**config.mk**
```make
export PLATFORM = sky130hd
export DESIGN_NAME = axi_lite_read_master
export DESIGN_NICKNAME = d
export VERILOG_FILES = /design/src/rtl/axi_lite_pkg.sv /design/src/rtl/axi_rd_fifo2.sv /design/src/rtl/axi_lite_read_master.sv
export SDC_FILE = /design/constraint.sdc
export NUM_CORES = 1
export LEC_CHECK = 0
export ABC_CLOCK_PERIOD_IN_PS = 2800
export BUFFER_PORTS_ARGS = -buffer_cell sky130_fd_sc_hd__buf_2
export CAP_MARGIN = 20
export CORE_MARGIN = 2
export CORE_UTILIZATION = 45
export CTS_CLUSTER_SIZE = 12
export DETAILED_ROUTE_END_ITERATION = 8
export GPL_TIMING_DRIVEN = 0
export PLACE_DENSITY = 0.71
export SYNTH_ARGS = -nofsm -noshare
export SYNTH_HDL_FRONTEND = slang
export SYNTH_SLANG_ARGS = --single-unit
```
**constraint.sdc**
```tcl
create_clock -name ACLK -period 2.8 [get_ports ACLK]
set_input_delay 0.14 -clock ACLK [delete_from_list [all_inputs] [get_ports ACLK]]
set_output_delay 0.14 -clock ACLK [all_outputs]
set_load 0.005 [all_outputs]
```
**src/rtl/axi_lite_pkg.sv**
```systemverilog
// axi_lite_pkg: shared AXI4-Lite response codes and read-master FSM states
package axi_lite_pkg;
  typedef enum logic [1:0] {OKAY = 2'd0, EXOKAY = 2'd1, SLVERR = 2'd2, DECERR = 2'd3} resp_t;
  typedef enum logic [1:0] {IDLE, AR, R, DONE} rd_state_t;
endpackage

```
**src/rtl/axi_rd_fifo2.sv**
```systemverilog
// axi_rd_fifo2: two-entry FIFO; a push into a full FIFO is taken only alongside a pop
module axi_rd_fifo2 #(
  parameter int W = 35
) (
  input  logic         ACLK,
  input  logic         ARESETN,
  input  logic         push,
  input  logic [W-1:0] din,
  input  logic         pop,
  output logic [W-1:0] dout,
  output logic         full,
  output logic         empty
);
  logic [W-1:0] mem [2];
  logic wp, rp, do_push, do_pop;
  logic [1:0] cnt;
  assign full = cnt == 2'd2;
  assign empty = cnt == 2'd0;
  assign dout = mem[rp];
  assign do_pop = pop && !empty;
  assign do_push = push && (!full || do_pop);
  always_ff @(posedge ACLK or negedge ARESETN) begin
    if (!ARESETN) begin
      mem[0] <= '0;
      mem[1] <= '0;
      wp <= 1'b0;
      rp <= 1'b0;
      cnt <= 2'd0;
    end else begin
      if (do_push) begin
        mem[wp] <= din;
        wp <= ~wp;
      end
      if (do_pop) rp <= ~rp;
      cnt <= cnt + 2'(do_push) - 2'(do_pop);
    end
  end
endmodule

```
**src/rtl/axi_lite_read_master.sv**
```systemverilog
// axi_lite_read_master: issues single-beat AXI4-Lite reads per command and streams the words out
module axi_lite_read_master
  import axi_lite_pkg::*;
#(
  parameter int ADDR_W      = 32,
  parameter int DATA_W      = 32,
  parameter int LEN_W       = 12,
  parameter int ADDR_STEP   = 1,
  parameter int TIMEOUT_CYC = 1024
) (
  input  logic              ACLK,
  input  logic              ARESETN,
  input  logic              cmd_valid_i,
  output logic              cmd_ready_o,
  input  logic [ADDR_W-1:0] cmd_addr_i,
  input  logic [LEN_W-1:0]  cmd_len_i,
  output logic [ADDR_W-1:0] M_AXI_ARADDR,
  output logic [2:0]        M_AXI_ARPROT,
  output logic              M_AXI_ARVALID,
  input  logic              M_AXI_ARREADY,
  input  logic [DATA_W-1:0] M_AXI_RDATA,
  input  logic [1:0]        M_AXI_RRESP,
  input  logic              M_AXI_RVALID,
  output logic              M_AXI_RREADY,
  output logic [DATA_W-1:0] dout_data_o,
  output logic [1:0]        dout_resp_o,
  output logic              dout_last_o,
  output logic              dout_valid_o,
  input  logic              dout_ready_i,
  output logic              done_o,
  output logic              err_o,
  output logic              timeout_o
);
  localparam int WD_W = $clog2(TIMEOUT_CYC + 1);
  rd_state_t state, state_nxt;
  logic [ADDR_W-1:0] addr;
  logic [LEN_W-1:0] remaining;
  logic [WD_W-1:0] wd_cnt;
  logic [DATA_W+2:0] head;
  logic fifo_full, fifo_empty, cmd_fire, ar_fire, r_fire, wd_tick, last_beat;
  assign cmd_fire = cmd_valid_i && cmd_ready_o;
  assign ar_fire = M_AXI_ARVALID && M_AXI_ARREADY;
  assign r_fire = M_AXI_RVALID && M_AXI_RREADY;
  assign last_beat = remaining == LEN_W'(1);
  // A beat held off only by our own full FIFO is not the slave's fault
  assign wd_tick = state == R && !r_fire && !(M_AXI_RVALID && fifo_full);
  assign M_AXI_ARADDR = addr;
  assign M_AXI_ARPROT = 3'b000;
  assign dout_valid_o = !fifo_empty;
  assign {dout_data_o, dout_resp_o, dout_last_o} = head;
  always_ff @(posedge ACLK or negedge ARESETN) begin
    if (!ARESETN) state <= IDLE;
    else state <= state_nxt;
  end
  always_comb begin
    state_nxt = state;
    case (state)
      IDLE:    state_nxt = cmd_valid_i ? (cmd_len_i != '0 ? AR : DONE) : IDLE;
      AR:      state_nxt = M_AXI_ARREADY ? R : AR;
      R:       state_nxt = r_fire ? (last_beat ? DONE : AR) : R;
      default: state_nxt = IDLE;
    endcase
  end
  always_comb begin
    cmd_ready_o = state == IDLE && ARESETN;
    M_AXI_ARVALID = state == AR;
    M_AXI_RREADY = state == R && !fifo_full;
    done_o = state == DONE;
  end
  always_ff @(posedge ACLK or negedge ARESETN) begin
    if (!ARESETN) begin
      addr <= '0;
      remaining <= '0;
      wd_cnt <= '0;
      err_o <= 1'b0;
      timeout_o <= 1'b0;
    end else begin
      if (cmd_fire) begin
        addr <= cmd_addr_i;
        remaining <= cmd_len_i;
        err_o <= 1'b0;
        timeout_o <= 1'b0;
      end
      if (ar_fire) begin
        addr <= addr + ADDR_W'(ADDR_STEP);
        wd_cnt <= '0;
      end
      if (r_fire) remaining <= remaining - LEN_W'(1);
      if (r_fire && resp_t'(M_AXI_RRESP) != OKAY) err_o <= 1'b1;
      if (wd_tick && wd_cnt != WD_W'(TIMEOUT_CYC)) wd_cnt <= wd_cnt + WD_W'(1);
      if (wd_tick && wd_cnt == WD_W'(TIMEOUT_CYC - 1)) timeout_o <= 1'b1;
    end
  end
  axi_rd_fifo2 #(.W(DATA_W + 3)) u_fifo (
    .ACLK   (ACLK),
    .ARESETN(ARESETN),
    .push   (r_fire),
    .din    ({M_AXI_RDATA, M_AXI_RRESP, last_beat}),
    .pop    (dout_ready_i),
    .dout   (head),
    .full   (fifo_full),
    .empty  (fifo_empty)
  );
endmodule

```
# Word-level counts from Yosys, hierarchy flattened
# Cells that the tools add are included.
op_classes:
  n_eq_ne: 7
  bitwise_logic: 4
  addsub: 5
  n_mux: 21
  n_reduce_logical: 28
  order_cmp: 3
op_table:
  columns: ["op", "count"]
  rows:
  - ["35-bit 2-to-1 mux", 4]
  - ["70-bit bitwise mux", 1]
  - ["32-bit 2-to-1 mux", 2]
  - ["35-bit demux with 1-bit select", 1]
  - ["32-bit by 1-bit adder with 32-bit output, second input constant", 1]
  - ["12-bit 2-to-1 mux", 2]
  - ["11-bit 2-to-1 mux", 2]
  - ["1-bit logical AND", 14]
  - ["12-bit by 1-bit == test with 1-bit output, second input constant", 1]
  - ["12-bit nonzero test", 1]
  - ["2-bit nonzero test", 6]
  - ["12-bit by 1-bit subtractor with 12-bit output, second input constant", 1]
  - ["11-bit by 1-bit adder with 11-bit output, second input constant", 1]
  - ["11-bit by 10-bit == test with 1-bit output, second input constant", 1]
  - ["11-bit inequality test, second input constant", 1]
  - ["2-bit 2-to-1 mux", 5]
  - ["2-bit == test, second input constant", 3]
  - ["2-bit one-hot mux with 3 select lines", 1]
  - ["2-bit greater-or-equal comparator, second input constant", 2]
  - ["1-bit zero test", 4]
  - ["2-bit zero test", 2]
  - ["1-bit NOT with 2-bit output", 2]
  - ["1-bit 2-to-1 mux", 3]
  - ["2-bit by 1-bit adder with 2-bit output", 1]
  - ["other kinds (5)", 6]
word_totals:
  out_inout_bits: 77
  wordCells: 79
  in_bits: 84
  ff_bits: 133

# Depth between registers and ports, before layout
# Gate-level depths: netlist of the first run.
depth:
  word_depth: 9
  ltp_mapped: 11
  mapped_depth_nobuf: 8

# Cells and area by module
# From an unflattened synthesis of the first run, not the netlist that was laid out.
unflattened:
  hier_cells: 598
  hier_area_um2: 6926.6
by_module_without_submodules:
  columns: ["module", "area_each_um2", "seq_area_each_um2", "n_inst", "cells_per_inst"]
  rows:
  - ["axi_rd_fifo2", 3520.9, 1851.8, 1, 212]
  - ["axi_lite_read_master", 3405.8, 1476.4, 1, 386]

# Worst setup path after synthesis of the first run
# No wires, ideal clock.
synth_path:
  kind: "register to register"
  startpoint: "register state[0]"
  endpoint: "register u_fifo.cnt[1]"
  setup_ns: 0.123
  path_slack_ns: 0.585
  period_less_slack_ns: 2.215
  n_path_buf: 3
  stages_incl_launch_ff: 12
  required_time_ns: 2.677
  t_arrival_ns: 2.092
  cell_sequence: "dfrtp_1 > clkbuf_1 > nor2b_1 > and3_1 > buf_2 > clkinv_1 > clkbuf_1 > ha_1 > inv_1 > ha_1 > xnor2_1 > xnor2_1"
synth_via:
  elab_chain_len: 6
synth_rtl:
  columns: ["item", "line_no", "text"]
  rows:
  - ["from (decl)", "axi_lite_read_master.sv:35", "rd_state_t state, state_nxt;"]
  - ["from (signal assigned)", "axi_lite_read_master.sv:53", "else state <= state_nxt;"]
  - ["2-bit == test", "axi_lite_read_master.sv:67", "M_AXI_RREADY = state == R && !fifo_full;"]
  - ["1-bit logical AND", "axi_lite_read_master.sv:67", null]
  - ["1-bit logical AND", "axi_lite_read_master.sv:43", "assign r_fire = M_AXI_RVALID && M_AXI_RREADY;"]
  - ["1-bit logical AND", "axi_rd_fifo2.sv:21", "assign do_push = push && (!full || do_pop);"]
  - ["2-bit by 1-bit adder with 2-bit output", "axi_rd_fifo2.sv:35", "cnt <= cnt + 2'(do_push) - 2'(do_pop);"]
  - ["2-bit by 1-bit subtractor with 2-bit output", "axi_rd_fifo2.sv:35", null]
  - ["to (signal assigned)", "axi_rd_fifo2.sv:35", null]
  - ["to (decl)", "axi_rd_fifo2.sv:16", "logic [1:0] cnt;"]
# Every way passes these cells.
# A chain may end at the register's enable or synchronous reset.

# Final worst setup path of the first run
layout_path:
  startpoint: "input port ARESETN"
  endpoint: "register remaining[9]"
layout_via:
  elab_chain_len: 3
layout_rtl:
  columns: ["item", "line_no", "text"]
  rows:
  - ["from (decl)", "axi_lite_read_master.sv:12", "input logic ARESETN,"]
  - ["1-bit logical AND", "axi_lite_read_master.sv:65", "cmd_ready_o = state == IDLE && ARESETN;"]
  - ["1-bit logical AND", "axi_lite_read_master.sv:41", "assign cmd_fire = cmd_valid_i && cmd_ready_o;"]
  - ["2-bit nonzero test (no source line)", null, null]
  - ["to (signal assigned)", "axi_lite_read_master.sv:80", "remaining <= cmd_len_i;"]
  - ["to (signal assigned)", "axi_lite_read_master.sv:88", "if (r_fire) remaining <= remaining - LEN_W'(1);"]
  - ["to (decl)", "axi_lite_read_master.sv:37", "logic [LEN_W-1:0] remaining;"]
# Every way passes these cells.

==> results of run 1 <==
-- power by group through the flow --
stage	Sequential [mW]	Clock, mW	Combinational (mW)
2_1_floorplan	3.32	0	2.02
3_3_place_gp	3.44	0	3.08
3_5_place_dp	3.50	0	3.17
4_1_cts	3.48	2.39	3.26
5_1_grt	3.63	2.48	3.62
6_report	3.51	2.35	3.27
-- logic make-up after synthesis --
| kind of cell | share of synthesized area |
|---|---|
| flip-flops | 0.508 |
| AND/OR/NAND/NOR | 0.160 |
| other | 0.000572 |
| XOR/XNOR | 0.0107 |
| adder cells (fa/ha/maj) | 0.0134 |
| multiplexers | 0.180 |
| buffers and inverters | 0.0284 |
| AO/OA/AOI/OAI | 0.0994 |
-- cell type report --
cell class | instances | share of cell area
Buffer | 29 | 0.0157
Tap cell | 184 | 0.0260
Multi-Input combinational cell | 423 | 0.345
Timing Repair Buffer | 217 | 0.161
Clock inverter | 12 | 0.0202
Inverter | 13 | 0.00594
Sequential cell | 133 | 0.376
Clock buffer | 20 | 0.0505
-- flip-flops by register name, indices dropped and copies added (netlist names) --
register,cells
M_AXI_ARADDR,32
err_o,1
remaining,12
state,2
timeout_o,1
u_fifo.cnt,2
u_fifo.mem,70
u_fifo.rp,1
u_fifo.wp,1
wd_cnt,11
-- worst paths after layout --
path | depth (start not counted) | end
hold / removal | 3 | M_AXI_ARADDR[29]
max in group asynchronous | 3 | remaining[2]
min in group asynchronous | 3 | u_fifo.mem[53]
setup reg to reg | 11 | u_fifo.cnt[1]
setup / recovery | 8 | remaining[9]
hold reg to reg | 1 | remaining[10]
-- cell usage in the layout, fill, tap and decap left out, drive strengths merged, types with 11 or more instances in the layout --
cell type,instances
buf,176
dfrtp,133
mux2,103
dlygate4sd3,58
nand2,56
nor2,39
clkbuf,32
nand3,28
o21ai,20
o211ai,17
nand4,15
inv,12
a21oi,11
nor3,11
-- repair_timing --
item                                   4_1_cts  5_1_grt
setup endpoints to repair                    0       31
endpoints found under the hold margin      137        0
gates resized for setup                      0        4
hold buffers                                59        0
buffers inserted                             0        0
-- through the flow --
step / total power [mW] / hold slack [ps]
floorplan: 5.35 / -156
global placement: 6.51 / 363
detailed placement: 6.67 / 98.6
CTS: 9.13 / 0.0697
global route: 9.73 / 17.6
finish: 9.13 / 20.5
-- metal layers --
layer / vias up / wire length (um) / part of all wire
li1: 2683 / - / -
met1: 2828 / 7720 / 0.42
met2: 290 / 8710 / 0.48
met3: 45 / 1350 / 0.074
met4: 0 / 438 / 0.024
met5: - / 0 / 0
-- worst register-to-register path, cell delays in order, from the launching register on --
cell and delay (ps):
dfrtp_1 360, clkbuf_1 180, nor2b_1 240, and3_1 190
buf_2 210, clkinvlp_4 210, clkbuf_2 250, ha_1 320
inv_1 40, ha_1 170, xnor2_1 170, xnor2_1 140
==> flow_metrics.tcl, run 1 <==
set metrics [dict create \
    status "finished, final reports clean" \
    worstMarginPinSlew_ps 921 \
    grt_pass1_wl_um 30000 \
    die_x_um 125 \
    grt-ovfl-total 0 \
    path_class "primary input to flip-flop" \
    clock_path_buffers 2 \
    nFillCells 1179 \
    dp_cells 940 \
    power.internal_mw 6.05 \
    postLayoutCellArea_um2 8850 \
    synth_most_common_cell "dfrtp_1" \
    grtUsageTotal 0.239 \
    power_frac_seq 0.384 \
    place.gp.congestion 0.908 \
    grt_use_met2 0.394 \
    synth_top_area_share 0.508 \
    setup_violations 0 \
    numPortBuffers 157 \
    postSynthAreaPerCell_um2 11.0 \
    cts_buffers 17 \
    r2r_start "state[0]" \
    via_per_inst 5.67 \
    synth_ff_type "dfrtp_1" \
    rows 44 \
    critical_path_required_ps 3100 \
    grt_max_degree 91 \
    route.vias.total 5846 \
    setup_tns_ps 0 \
    fmax_mhz 389 \
    netlist_area_um2 6560 \
    core_um2 14400 \
    skew_ps 13.5 \
    cts-root-buf "clkbuf_16" \
    drive_above_1_share 0.370 \
    critical_path.cell_chain "dlygate4sd3_1 -> buf_6 -> buf_16 -> and3_1 -> clkbuf_1 -> buf_1 -> nor3_1 -> a211oi_1" \
    crit_family "buffers and inverters" \
    final-seq-area_um2 3330 \
    ys_seq_area_frac 0.508 \
    initial_core_util 0.456 \
    drv_slew 0 \
    critPathLaunchType "primary input" \
    first_iter_violations 305 \
    critPathCaptureType "flip-flop" \
    ioPinCount 161 \
    cp_num_buf_inv 5 \
    switching_power_mw 3.08 \
    syn_inst 596 \
    worstPathArrival_ps 2870 \
    p_leak_nw 4.00 \
    power_density_nw_per_um2 1030 \
    antenna_found_initial 0 \
    instances_no_fill 1031 \
    post-place-ws_ps 59.2 \
    hp-start "cmd_addr_i[29]" \
    synth_commonest_cells "dfrtp_1, mux2_2, nand2_1" \
    fp.dieArea_um2 15500 \
    post-route-drc-count 0 \
    rsz0062_at_grt "false" \
    finalCriticalPeriod_ps 2570 \
    p_clk_frac 0.257 \
    critPathSlowestCell "dlygate4sd3_1" \
    clock_latency_ps 420 \
    cap_violations 0 \
    use_met1 0.305 \
    max_stage_delay_ps 560 \
    ys_seq_elements 133 \
    hp-class "primary input to flip-flop" \
    final_util 0.616 \
    area_delta_synth_final_pct 35.1 \
    swShare 0.337 \
    synth_edf_count 0 \
    busiest_layer "met2" \
    cts_tree "done" \
    n_antenna_cell 0 \
    fp.dieH_um 125 \
    clkTransAtPathRegs_ps 60 \
    htree_levels 4 \
    synthArstFlopShare 1.00 \
    grt_pass1_vias 5901 \
    crit_fanout 90 \
    startpoint "ARESETN" \
    vdd_drop_max_mv 0.526 \
    synth_top_cell_by_area "dfrtp_1" \
    postPlaceCellArea_um2 7610 \
    rrSetupSlack_ps 250 \
    combinationalPowerShare 0.359 \
    grt_use_met3 0.0610 \
    routed_wl_um 18200 \
    wire_per_inst_um 17.7 \
    yosys_warnings 0 \
    fin_ws_ps 232 \
    yosysUniqueCellTypes 56 \
    finalCritPeriodShare 0.917 \
    firstDrtPassIters 4 \
    maxSlewHeadroom 0.381 \
    final_hold_viol_count 0 \
    multi_input_area_um2 3050 \
    nets 925 \
    post-dp-hpwl_um 12200 \
    synth.area.top_cells "dfrtp_1, mux2_2, nand2_1" \
    cts.sinks 133 \
    final_antenna_net_count 0 \
]
(Power assumes the default switching activity.)
==> run 2, diff against run 1 <==
Settings changed: REMOVE_ABC_BUFFERS set to 1.
==> run 2 against run 1 <==
Effect of this change:
- setup slack gained 37 ps
- utilization shrank 0.35 points
- power decreased by 0.13%
- register-to-register slack improved by 20 ps
- clock-buffer cell count unchanged
- first-iteration DRC count up 14%
- critical path depth shrank 4
- cell count is 2.4% lower
- sequential cell count did not move
- via count down 3.2%
==> flow_metrics.tcl, run 2 (synthesis results as in run 1) <==
set metrics [dict create \
    crit_end "u_fifo.mem[25]" \
    layout_commonest_cell "buf_2" \
    status "finished, final reports clean" \
    routed_wl_um 16900 \
    first_iter_violations 349 \
    power_density_nw_per_um2 1040 \
    cap_violations 0 \
    grtUsageTotal 0.218 \
    vdd_drop_max_mv 0.559 \
    rows 44 \
    power.total_mw 9.12 \
    post_cts_buffers 0 \
    startpoint "state[1]" \
    final_util 0.613 \
    clkTransAtPathRegs_ps 50 \
    p_clk_frac 0.264 \
    final_hold_viol_count 0 \
    rsz0062_at_grt "false" \
    via_per_inst 5.63 \
    finalCriticalPeriod_ps 2530 \
    core_um2 14400 \
    skew_ps 8.59 \
    worst_r2r_path_depth 4 \
    regMostFlops "u_fifo.mem" \
    critical_path_required_ps 3090 \
    finalCritPeriodShare 0.904 \
    maxSlewHeadroom 0.385 \
    place.gp.congestion 0.864 \
    grt_pass1_wl_um 27900 \
    power.internal_mw 6.09 \
    path_class "flip-flop to flip-flop" \
    power_frac_seq 0.396 \
    route.vias.total 5660 \
    cts.sinks 133 \
    hp-class "primary input to flip-flop" \
    r2r_end "u_fifo.mem[25]" \
    setup_tns_ps 0 \
    instances_no_fill 1006 \
    drive_above_1_share 0.377 \
    crit_fanout 36 \
    wire_per_inst_um 16.8 \
    cts-root-buf "clkbuf_16" \
    fp.dieH_um 125 \
    fmax_mhz 395 \
    swShare 0.332 \
    post-dp-hpwl_um 10800 \
    antenna_found_initial 0 \
    post-place-ws_ps -170 \
    grt_pass1_vias 5764 \
    r2r_start "state[1]" \
    combinationalPowerShare 0.341 \
    rrSetupSlack_ps 270 \
    layout_common_cells "buf_2, dfrtp_1, mux2_2" \
    postPlaceCellArea_um2 7550 \
    p_leak_nw 3.96 \
    final_antenna_net_count 0 \
    htree_levels 4 \
    grt_max_degree 70 \
    clock_path_buffers 2 \
    nets 901 \
    post-route-drc-count 0 \
    critPathCaptureType "flip-flop" \
    worstMarginPinSlew_ps 920 \
    switching_power_mw 3.03 \
    n_antenna_cell 0 \
    fin_ws_ps 269 \
    area_delta_synth_final_pct 34.3 \
    critPathLaunchType "flip-flop" \
    initial_core_util 0.456 \
    fp.dieArea_um2 15500 \
    dp_cells 915 \
    worstPathArrival_ps 2820 \
    drv_slew 0 \
    cts_buffers 17 \
    whs_ps 13.1 \
    numPortBuffers 157 \
    setup_violations 0 \
    cts_tree "done" \
    clock_latency_ps 420 \
    grt-ovfl-total 0 \
    firstDrtPassIters 6 \
    largest_reg_flops 70 \
    postLayoutCellArea_um2 8800 \
    ioPinCount 161 \
    die_x_um 125 \
]
[run 2: critical path, stage by stage, from the launching register on]
cell	delay [ps]
dfrtp_1	480
nor2b_1	320
and3_1	470
nand2_2	620
mux2_2	500
[run 2: worst min path at each step]
stage	startpoint	endpoint	cells after the start
floorplan	ARESETN	M_AXI_ARADDR[0]	0
global placement	cmd_addr_i[6]	M_AXI_ARADDR[6]	3
detailed placement	ARESETN	u_fifo.mem[42]	1
CTS	cmd_addr_i[12]	M_AXI_ARADDR[12]	3
global route	cmd_addr_i[2]	M_AXI_ARADDR[2]	3
finish	cmd_addr_i[2]	M_AXI_ARADDR[2]	3
[run 2: power by group through the flow]
stage                     sequential [mW]  combinational, mW  clock, mW
after detailed placement             3.61               3.00          0
final                                3.61               3.11       2.40
after global routing                 3.76               3.42       2.53
after floorplan                      3.40               1.90          0
after CTS                            3.59               3.09       2.44
after global placement               3.52               2.90          0
[run 2: what timing repair did]
| item | CTS | global route |
|---|---|---|
| gates cloned | 0 | 1 |
| hold buffers | 59 | 0 |
| endpoints found under the setup margin | 29 | 8 |
| hold endpoints to repair | 159 | 0 |
| gates resized for setup | 2 | 4 |
[run 2: final cells by class]
type                            count  area [um^2]
Tap cell                          184          230
Sequential cell                   133         3330
Timing Repair Buffer              221         1480
Inverter                           13         51.3
Clock buffer                       20          467
Multi-Input combinational cell    424         3080
Clock inverter                     11          173
Fill cell                        1142         5570
[run 2: layer usage]
layer / vias up / part of all wire / global-route usage
li1: 2643 / - / -
met1: 2760 / 0.44 / 0.285
met2: 229 / 0.49 / 0.363
met3: 28 / 0.059 / 0.0434
met4: 0 / 0.016 / 0.0753
met5: - / 0 / 0
==> run 3, diff against run 2 <==
Settings changed: CELL_PAD_IN_SITES_DETAIL_PLACEMENT set to 2, CELL_PAD_IN_SITES_GLOBAL_PLACEMENT set to 2, CORE_UTILIZATION 45 to 34, PLACE_DENSITY 0.71 to 0.82.
==> run 3 against run 2 <==
Effect of this change:
- first-iteration DRC count down 54%
- critical path depth up 1
- critical path type unchanged
- global-route usage up 2.4 points
- cell count up 8.0%
- power up 2.6%
- critical endpoint is now M_AXI_ARADDR[21]
- sequential share of layout area down 0.35 points
- fmax up 0.70%
- clock-buffer cell count down 1
==> flow_metrics.tcl, run 3 (synthesis results as in run 1) <==
set metrics [dict create \
    status "finished, final reports clean" \
    cts_tree "done" \
    instances_no_fill 1086 \
    via_per_inst 5.37 \
    final_hold_viol_count 0 \
    grt_max_degree 76 \
    crit_fanout 11 \
    routed_wl_um 23700 \
    regMostFlops "u_fifo.mem" \
    htree_levels 4 \
    maxSlewHeadroom 0.354 \
    hp-class "primary input to flip-flop" \
    finalCriticalPeriod_ps 2510 \
    route.vias.total 5832 \
    wire_per_inst_um 21.9 \
    cts.sinks 133 \
    drv_slew 0 \
    critPathCaptureType "flip-flop" \
    post-dp-hpwl_um 14600 \
    clock_latency_ps 420 \
    worstMarginPinSlew_ps 965 \
    largest_reg_flops 70 \
    fp.dieH_um 143 \
    whs_path_depth 4 \
    post-route-drc-count 0 \
    clkTransAtPathRegs_ps 60 \
    final_util 0.472 \
    fin_ws_ps 286 \
    fmax_mhz 398 \
    grt_pass1_vias 6693 \
    clock_path_buffers 2 \
    rsz0062_at_grt "false" \
    firstDrtPassIters 5 \
    setup_violations 0 \
    nets 902 \
    antenna_found_initial 4 \
    finalCritPeriodShare 0.898 \
    initial_core_util 0.348 \
    place.gp.congestion 0.814 \
    worst_r2r_path_depth 5 \
    skew_ps 10.3 \
    final_antenna_net_count 0 \
    cts-root-buf "clkbuf_16" \
    drive_above_1_share 0.379 \
    fp.dieArea_um2 20400 \
    layout_common_cells "buf_2, dfrtp_1, mux2_2" \
    power_density_nw_per_um2 1050 \
    cap_violations 0 \
    setup_tns_ps 0 \
    ioPinCount 161 \
    core_um2 18800 \
    first_iter_violations 159 \
    grt_pass1_wl_um 38100 \
    cts_buffers 17 \
    worstPathArrival_ps 2780 \
    layout_commonest_cell "buf_2" \
    vdd_drop_max_mv 0.414 \
    numPortBuffers 157 \
    postPlaceCellArea_um2 7630 \
    grtUsageTotal 0.242 \
    whs_ps 24.5 \
    postLayoutCellArea_um2 8890 \
    critPathLaunchType "flip-flop" \
    die_x_um 143 \
    critical_path_required_ps 3060 \
    rows 50 \
    p_leak_nw 3.95 \
    dp_cells 989 \
    power.total_mw 9.36 \
    post-place-ws_ps -362 \
    grt-ovfl-total 0 \
    area_delta_synth_final_pct 35.6 \
    path_class "flip-flop to flip-flop" \
]
run 3: layout make-up:
| type | count | area, um^2 |
|---|---|---|
| Inverter | 13 | 51.3 |
| Fill cell | 1936 | 9940 |
| Sequential cell | 133 | 3330 |
| Clock buffer | 19 | 433 |
| Clock inverter | 13 | 149 |
| Timing Repair Buffer | 222 | 1490 |
| Multi-Input combinational cell | 424 | 3110 |
| Tap cell | 260 | 325 |
| Antenna cell | 2 | 5.00 |
run 3: worst paths after layout:
check	slack, ps	to	startpoint
max reg2reg	290	M_AXI_ARADDR[21]	state[0]
min	20	M_AXI_ARADDR[28]	cmd_addr_i[28]
max in group asynchronous	2100	M_AXI_ARADDR[10]	ARESETN
min in group asynchronous	330	u_fifo.mem[27]	ARESETN
min reg2reg	480	remaining[10]	remaining[10]
max	290	M_AXI_ARADDR[21]	state[0]
run 3: power breakdown:
part           internal, mW  switching, mW  total (mW)  leakage, nW
Combinational          1.77           1.57        3.34         2.05
Clock                  1.32          0.932        2.26        0.263
Sequential             2.77          0.982        3.76         1.63
Total                  5.87           3.49        9.36         3.95
run 3: metal layers:
layer / share of wire / global-route usage / up-vias
li1: - / - / 2642
met2: 0.51 / 0.437 / 159
met3: 0.056 / 0.0664 / 27
met1: 0.42 / 0.288 / 3002
met4: 0.012 / 0.0542 / 2
met5: 0.00067 / 0 / -
run 3: worst max-delay path, cell delays in order (launching register included):
cell,delay (ps)
dfrtp_1,550
nand3b_1,550
nor4_2,600
nand4_1,240
o211ai_1,210
o311ai_0,190
run 3: repair_timing:
action | in CTS | in global routing
setup buffers | 2 | 0
pin swaps | 1 | 0
hold buffers | 60 | 0
gates cloned | 1 | 0
hold endpoints to repair | 153 | 0
endpoints found under the setup margin | 42 | 9
resized for setup | 2 | 4
